[src/rtl/tlast_check.sv]
// tlast_check: AXI4-Stream framing checker/corrector. Every input packet
// (delimited by s_axis_tlast) is re-emitted at exactly pkt_length beats:
// short packets are zero-padded, long packets are truncated and the excess
// input beats are dropped. Framing errors are reported as one-cycle pulses
// and as saturating counters.
//
// Ports:
//   aclk, resetn          clock; synchronous active-low reset
//   pkt_length            expected beats per packet (0 treated as 1)
//   clear_cnt             synchronous clear of short_cnt / long_cnt
//   s_axis_*              slave stream (tvalid, tready, tdata, tlast)
//   m_axis_*              master stream (tvalid, tready, tdata, tlast)
//   pkt_done              pulse after an output tlast beat is accepted
//   err_short             pulse after an early input tlast is accepted
//   err_long              pulse after a forced output tlast is accepted
//   len_measured          beat count of the last completed input packet
//   short_cnt, long_cnt   saturating error counters
module tlast_check #(
  parameter int unsigned TDATA_WIDTH    = 16,
  parameter int unsigned MAX_PKT_LENGTH = 512,
  parameter int unsigned STAT_W         = 16
) (
  input  logic                              aclk,
  input  logic                              resetn,
  input  logic [$clog2(MAX_PKT_LENGTH):0]   pkt_length,
  input  logic                              clear_cnt,
  input  logic                              s_axis_tvalid,
  output logic                              s_axis_tready,
  input  logic [TDATA_WIDTH-1:0]            s_axis_tdata,
  input  logic                              s_axis_tlast,
  output logic                              m_axis_tvalid,
  input  logic                              m_axis_tready,
  output logic [TDATA_WIDTH-1:0]            m_axis_tdata,
  output logic                              m_axis_tlast,
  output logic                              pkt_done,
  output logic                              err_short,
  output logic                              err_long,
  output logic [$clog2(MAX_PKT_LENGTH):0]   len_measured,
  output logic [STAT_W-1:0]                 short_cnt,
  output logic [STAT_W-1:0]                 long_cnt
);

  localparam int unsigned LW = $clog2(MAX_PKT_LENGTH) + 1;

  typedef enum logic [1:0] {
    ST_PASS = 2'd0,
    ST_PAD  = 2'd1,
    ST_DROP = 2'd2
  } state_t;

  state_t              r_state;
  logic [LW-1:0]       r_out_cnt;
  logic [LW-1:0]       r_in_cnt;
  logic [LW-1:0]       r_len_q;
  logic [LW-1:0]       r_len_meas;
  logic                r_pkt_done;
  logic                r_err_short;
  logic                r_err_long;
  logic [STAT_W-1:0]   r_short_cnt;
  logic [STAT_W-1:0]   r_long_cnt;

  logic                w_first;
  logic [LW-1:0]       w_pkt_len_eff;
  logic [LW-1:0]       w_len_eff;
  logic                w_lastbeat;
  logic [LW-1:0]       w_in_cnt_inc;
  logic                w_pass_beat;
  logic                w_pad_beat;
  logic                w_drop_beat;
  logic                w_short_evt;
  logic                w_long_evt;

  // Effective length: the live pkt_length on the first beat of a packet,
  // the latched copy for every later beat.
  always_comb begin
    w_first       = (r_state == ST_PASS) && (r_out_cnt == '0);
    w_pkt_len_eff = (pkt_length == '0) ? LW'(1) : pkt_length;
    w_len_eff     = w_first ? w_pkt_len_eff : r_len_q;
    w_lastbeat    = (r_out_cnt == (w_len_eff - LW'(1)));
    w_in_cnt_inc  = (r_in_cnt == '1) ? r_in_cnt : (r_in_cnt + LW'(1));

    w_pass_beat   = resetn && (r_state == ST_PASS) && s_axis_tvalid && m_axis_tready;
    w_pad_beat    = resetn && (r_state == ST_PAD) && m_axis_tready;
    w_drop_beat   = resetn && (r_state == ST_DROP) && s_axis_tvalid;
    w_short_evt   = w_pass_beat && !w_lastbeat && s_axis_tlast;
    w_long_evt    = w_pass_beat && w_lastbeat && !s_axis_tlast;
  end

  // Stream outputs: zero-latency pass-through in PASS, zero beats in PAD,
  // sink-only in DROP; everything held quiet while in reset.
  always_comb begin
    s_axis_tready = 1'b0;
    m_axis_tvalid = 1'b0;
    m_axis_tdata  = '0;
    m_axis_tlast  = 1'b0;
    if (resetn) begin
      case (r_state)
        ST_PASS: begin
          m_axis_tvalid = s_axis_tvalid;
          s_axis_tready = m_axis_tready;
          m_axis_tdata  = s_axis_tdata;
          m_axis_tlast  = w_lastbeat;
        end
        ST_PAD: begin
          m_axis_tvalid = 1'b1;
          m_axis_tlast  = w_lastbeat;
        end
        ST_DROP: begin
          s_axis_tready = 1'b1;
        end
        default: begin
        end
      endcase
    end
  end

  // Framing state machine, beat counters and status pulses.
  always_ff @(posedge aclk) begin
    if (!resetn) begin
      r_state     <= ST_PASS;
      r_out_cnt   <= '0;
      r_in_cnt    <= '0;
      r_len_q     <= '0;
      r_len_meas  <= '0;
      r_pkt_done  <= 1'b0;
      r_err_short <= 1'b0;
      r_err_long  <= 1'b0;
    end else begin
      r_pkt_done  <= 1'b0;
      r_err_short <= 1'b0;
      r_err_long  <= 1'b0;
      case (r_state)
        ST_PASS: begin
          if (w_pass_beat) begin
            if (w_first) begin
              r_len_q <= w_pkt_len_eff;
            end
            if (w_lastbeat && s_axis_tlast) begin
              r_out_cnt  <= '0;
              r_in_cnt   <= '0;
              r_pkt_done <= 1'b1;
              r_len_meas <= w_in_cnt_inc;
            end else if (w_lastbeat) begin
              // Output frame is full but input keeps going: drop the rest.
              r_out_cnt  <= '0;
              r_in_cnt   <= w_in_cnt_inc;
              r_pkt_done <= 1'b1;
              r_err_long <= 1'b1;
              r_state    <= ST_DROP;
            end else if (s_axis_tlast) begin
              // Input ended early: pad the output frame with zero beats.
              r_out_cnt   <= r_out_cnt + LW'(1);
              r_in_cnt    <= '0;
              r_len_meas  <= w_in_cnt_inc;
              r_err_short <= 1'b1;
              r_state     <= ST_PAD;
            end else begin
              r_out_cnt <= r_out_cnt + LW'(1);
              r_in_cnt  <= w_in_cnt_inc;
            end
          end
        end
        ST_PAD: begin
          if (w_pad_beat) begin
            if (w_lastbeat) begin
              r_out_cnt  <= '0;
              r_pkt_done <= 1'b1;
              r_state    <= ST_PASS;
            end else begin
              r_out_cnt <= r_out_cnt + LW'(1);
            end
          end
        end
        ST_DROP: begin
          if (w_drop_beat) begin
            if (s_axis_tlast) begin
              r_len_meas <= w_in_cnt_inc;
              r_in_cnt   <= '0;
              r_state    <= ST_PASS;
            end else begin
              r_in_cnt <= w_in_cnt_inc;
            end
          end
        end
        default: begin
          r_state <= ST_PASS;
        end
      endcase
    end
  end

  // Saturating error counters; a clear takes precedence over an increment.
  always_ff @(posedge aclk) begin
    if (!resetn) begin
      r_short_cnt <= '0;
      r_long_cnt  <= '0;
    end else if (clear_cnt) begin
      r_short_cnt <= '0;
      r_long_cnt  <= '0;
    end else begin
      if (w_short_evt && (r_short_cnt != '1)) begin
        r_short_cnt <= r_short_cnt + STAT_W'(1);
      end
      if (w_long_evt && (r_long_cnt != '1)) begin
        r_long_cnt <= r_long_cnt + STAT_W'(1);
      end
    end
  end

  assign pkt_done     = r_pkt_done;
  assign err_short    = r_err_short;
  assign err_long     = r_err_long;
  assign len_measured = r_len_meas;
  assign short_cnt    = r_short_cnt;
  assign long_cnt     = r_long_cnt;

endmodule

[config.mk]
export PLATFORM = sky130hd
export DESIGN_NAME = tlast_check
export DESIGN_NICKNAME = d
export VERILOG_FILES = /design/src/rtl/tlast_check.sv
export SDC_FILE = /design/constraint.sdc
export NUM_CORES = 1
export LEC_CHECK = 0
export CAP_MARGIN = 10
export CELL_PAD_IN_SITES_DETAIL_PLACEMENT = 1
export CELL_PAD_IN_SITES_GLOBAL_PLACEMENT = 2
export CORE_MARGIN = 3
export CORE_UTILIZATION = 30
export CTS_BUF_LIST = sky130_fd_sc_hd__clkbuf_2 sky130_fd_sc_hd__clkbuf_4 sky130_fd_sc_hd__clkbuf_8
export DETAILED_ROUTE_END_ITERATION = 12
export GPL_ROUTABILITY_DRIVEN = 0
export PLACE_DENSITY = 0.89
export SLEW_MARGIN = 20
export SYNTH_ARGS = -nofsm -noshare
export SYNTH_HDL_FRONTEND = slang
export SYNTH_SLANG_ARGS = --single-unit
[constraint.sdc]
create_clock -name aclk -period 5.05 [get_ports aclk]
set_input_delay 1.01 -clock aclk [delete_from_list [all_inputs] [get_ports aclk]]
set_output_delay 1.01 -clock aclk [all_outputs]
set_load 0.05 [all_outputs]
==> reports/metrics.cfg <==
[global_route]
grt_antenna_before_repair=0
grt_first_pass_wirelength_um=22500
first_global_vias=4520
gr-total-overflow=0
grt_start_max_net_pins=37
grt.total_usage_pct=16.7

[final_layout]
layout-drive-gt1-share_pct=7.79
layout.cells.non_filler=839
layout.area.seq_um2=1540
final_common_cell=clkdlybuf4s50_1
area_growth_pct=28.7
final_net_count=688
area_occupied_by_multi_input_gates_um2=2780
commonest_non_fill_non_tap_cells_in_the_layout=93 x clkdlybuf4s50_1, 77 x dfxtp_1, 50 x nor2_1, 49 x nand2_1, 34 x a21oi_1
filler_cell_count=1796
antenna_cells_inserted=0

[timing]
peak_clock_frequency_supported_by_timing_mhz=208
min_period_over_period_pct=95.4
timing_max_transition_violations_final=0
setup-tns-final_ns=0
timing_hold_violations_final=0
period_needed_ns=4.82
hold_ws_ns=0.465
finalSetupViolCount=0
timing.slew.headroom_pct=35.3
grt_setup_unrepaired=no
clock_skew_ns=0.0119
final_critical_path_setup_slack_ns=0.232
worst_pin_slew_ns=0.967

[placement]
preCtsSetupSlack_ns=0.257
hpwl_um=10200
port_buffers=95
numPlacedInstances=822

[logic_synthesis]
synth.yosys.seq_area_share_pct=34.1
ys_ff_latch=77
async_reset_ff_share_pct=0
postSynth.topFlopCell=dfxtp_1
post_synthesis_net_count=603
synth.yosys.warnings=0
synthesis.area_per_instance_um2=7.99
synth-edff-count=0
yosys.cell_types.count=60
synth_cells=565
synthesized_area_um2=4520

[worst_setup_path]
r2r_slack_ns=0.99
crit_path_end_kind=output port
worstRegToRegCells=16
critical-path-top-cell-by-count=nor2_1
timing.rr.start=r_out_cnt[0]
crit_required_ns=4.04
timing.critical_path.cells=clkdlybuf4s50_1 > nor2_1 > a31oi_1 > nor2_1 > a21oi_1 > ha_1 > nand3_1 > o211a_1 > or3_1 > nand2_4 > nor3_1 > buf_4 > buf_12
timing_worst_setup_path_type=input port to output port
critPathLaunchType=input port
cp_max_fanout=5
rr_endpoint=short_cnt[15]
critPathSlowestCell=clkdlybuf4s50_1
worst_path_largest_cell_delay_ns=0.59
critPathArrivalTime_ns=3.81

[worst_hold_path]
number_of_cells_on_the_worst_hold_path=2
hold_crit_start=len_measured[6]
min_to=len_measured[6]
hold_path_class=flip-flop to flip-flop

[routing]
remaining_drc_errors=0
wl_um=13700
first_drt_iteration_drcs=354
antenna_violating_nets_post_route=0
via_per_inst=5.36
routed-via-count=4501
wl_per_cell_um=16.3
first_drt_pass_iteration_count=4

[cts]
worst_skew_pair.late_latency_ns=0.39
cts_root_buffer=clkbuf_8
cts_max_level=3
cts_buffers=9
maximum_count_of_clock_buffers_along_a_single_path=2
clkSinkCount=77
tritoncts=yes
worst_path_clk_slew_ns=0.10

[pwr]
power-per-cell-area_nw_per_um2=225
max-vdd-ir-drop_mv=0.0930
pleak_nw=2.10

[floorplanning]
chipWidth_um=129
fp.dieH_um=129
design.die.area_um2=16600
initial_core_utilization_pct=30.8
std_cell_rows=44
io_pins=96
core-area_um2=14600

[run]
maxCapViolations=0

[run_status]
status=finished, final reports clean

[sequential cells by signal, summed over array words and instances, names as in the netlist]
| name | flops |
|---|---|
| r_in_cnt | 10 |
| short_cnt | 16 |
| long_cnt | 16 |
| pkt_done | 1 |
| err_short | 1 |
| err_long | 1 |
| r_len_q | 10 |
| r_state | 2 |
| len_measured | 10 |
| r_out_cnt | 10 |
[area by class of cell]
class                   count  share of cell area [%]
clock buffers               9                    2.13
clock inverters             7                   0.990
inverters                  11                   0.710
multi-input cells         445                    47.8
flip-flops and latches     77                    26.5
well taps                 184                    3.96
repair buffers            106                    17.9
[Yosys cell counts (3+ instances only)]
library cell | instances | share of area [%]
nor2b_1 | 16 | 2.2
o211a_1 | 8 | 1.8
xnor2_1 | 24 | 4.7
or3_1 | 21 | 2.9
o21ai_0 | 26 | 2.9
buf_2 | 5 | 0.55
and4_1 | 3 | 0.58
and2_1 | 13 | 1.8
nor2_1 | 50 | 4.2
nor4_1 | 5 | 0.69
xor2_1 | 8 | 1.6
a21oi_1 | 34 | 3.8
a31o_2 | 4 | 0.78
clkbuf_1 | 21 | 1.7
a21boi_0 | 4 | 0.67
nor3b_1 | 3 | 0.50
mux2i_1 | 15 | 3.3
nand2_1 | 49 | 4.1
nand3_1 | 25 | 2.8
a31oi_1 | 6 | 0.83
inv_1 | 11 | 0.91
nand4_1 | 14 | 1.9
nand3b_1 | 6 | 1.0
buf_6 | 5 | 1.2
o31ai_1 | 5 | 0.83
ha_1 | 6 | 1.7
o211ai_1 | 4 | 0.67
nand2b_1 | 5 | 0.69
dfxtp_1 | 77 | 34
and3_1 | 32 | 4.4
nor3_1 | 21 | 2.3
[critical path, delay by kind of cell]
| family | cells | cell delay (ns) |
|---|---|---|
| AOI/OAI and AO/OA | 3 | 0.73 |
| buffers and inverters | 3 | 0.88 |
| and+or+nand+nor | 6 | 0.88 |
| adders and majority gates | 1 | 0.30 |
[per-stage QoR]
| step | utilization [%] | power [mW] | area, um^2 |
|---|---|---|---|
| detailed placement | 38.3 | 0.856 | 5610 |
| floorplan | - | 0.777 | 4520 |
| CTS | 39.6 | 1.33 | 5800 |
| finish | 39.7 | 1.31 | 5810 |
| global placement | 38.3 | 0.851 | 5610 |
| global route | 39.7 | 1.37 | 5810 |
[what timing repair did]
action / 4_1_cts / 5_1_grt
endpoints found under the hold margin: 0 / 0
endpoints found under the setup margin: 0 / 1
hold buffers: 0 / 0
resized for setup: 0 / 2
buffers inserted: 0 / 1
[cells by family (layout without fill, tap and decap cells)]
family                     after synthesis  in the layout  synth area share, %
and+or+nand+nor                        282            282                 34.3
DFF                                     77             77                 34.1
xor gates and xnor gates                32             32                 6.21
AOI/OAI and AO/OA                      109            109                 15.5
adders and majority gates                6              6                 1.66
buffers and inverters                   43            133                 4.57
muxes                                   16             16                 3.57
[report_power, final]
group / total [mW] / internal, mW / switching, mW
clock: 0.462 / 0.184 / 0.278
sequential: 0.620 / 0.613 / 0.00740
combinational: 0.225 / 0.0947 / 0.130
[worst max path at each step]
stage / from / endpoint / slack, ns / cells past startpoint
global route: r_out_cnt[0] / m_axis_tlast / 0.02 / 14
CTS: r_out_cnt[0] / m_axis_tlast / 0.20 / 14
detailed placement: pkt_length[4] / m_axis_tlast / 0.26 / 14
global placement: pkt_length[3] / m_axis_tlast / 0.30 / 14
finish: pkt_length[2] / m_axis_tlast / 0.23 / 13
floorplan: r_out_cnt[0] / m_axis_tlast / 0.12 / 14
[layer usage]
layer  vias up  global-route usage [%]  share of wire, %
met2       127                    26.6                45
met4         0                    6.18               1.9
met5         -                       0                 0
met1      2151                    22.1                47
met3        18                    3.65               5.6
li1       2205                       -                 -
Power figures use the tool's default switching activity.
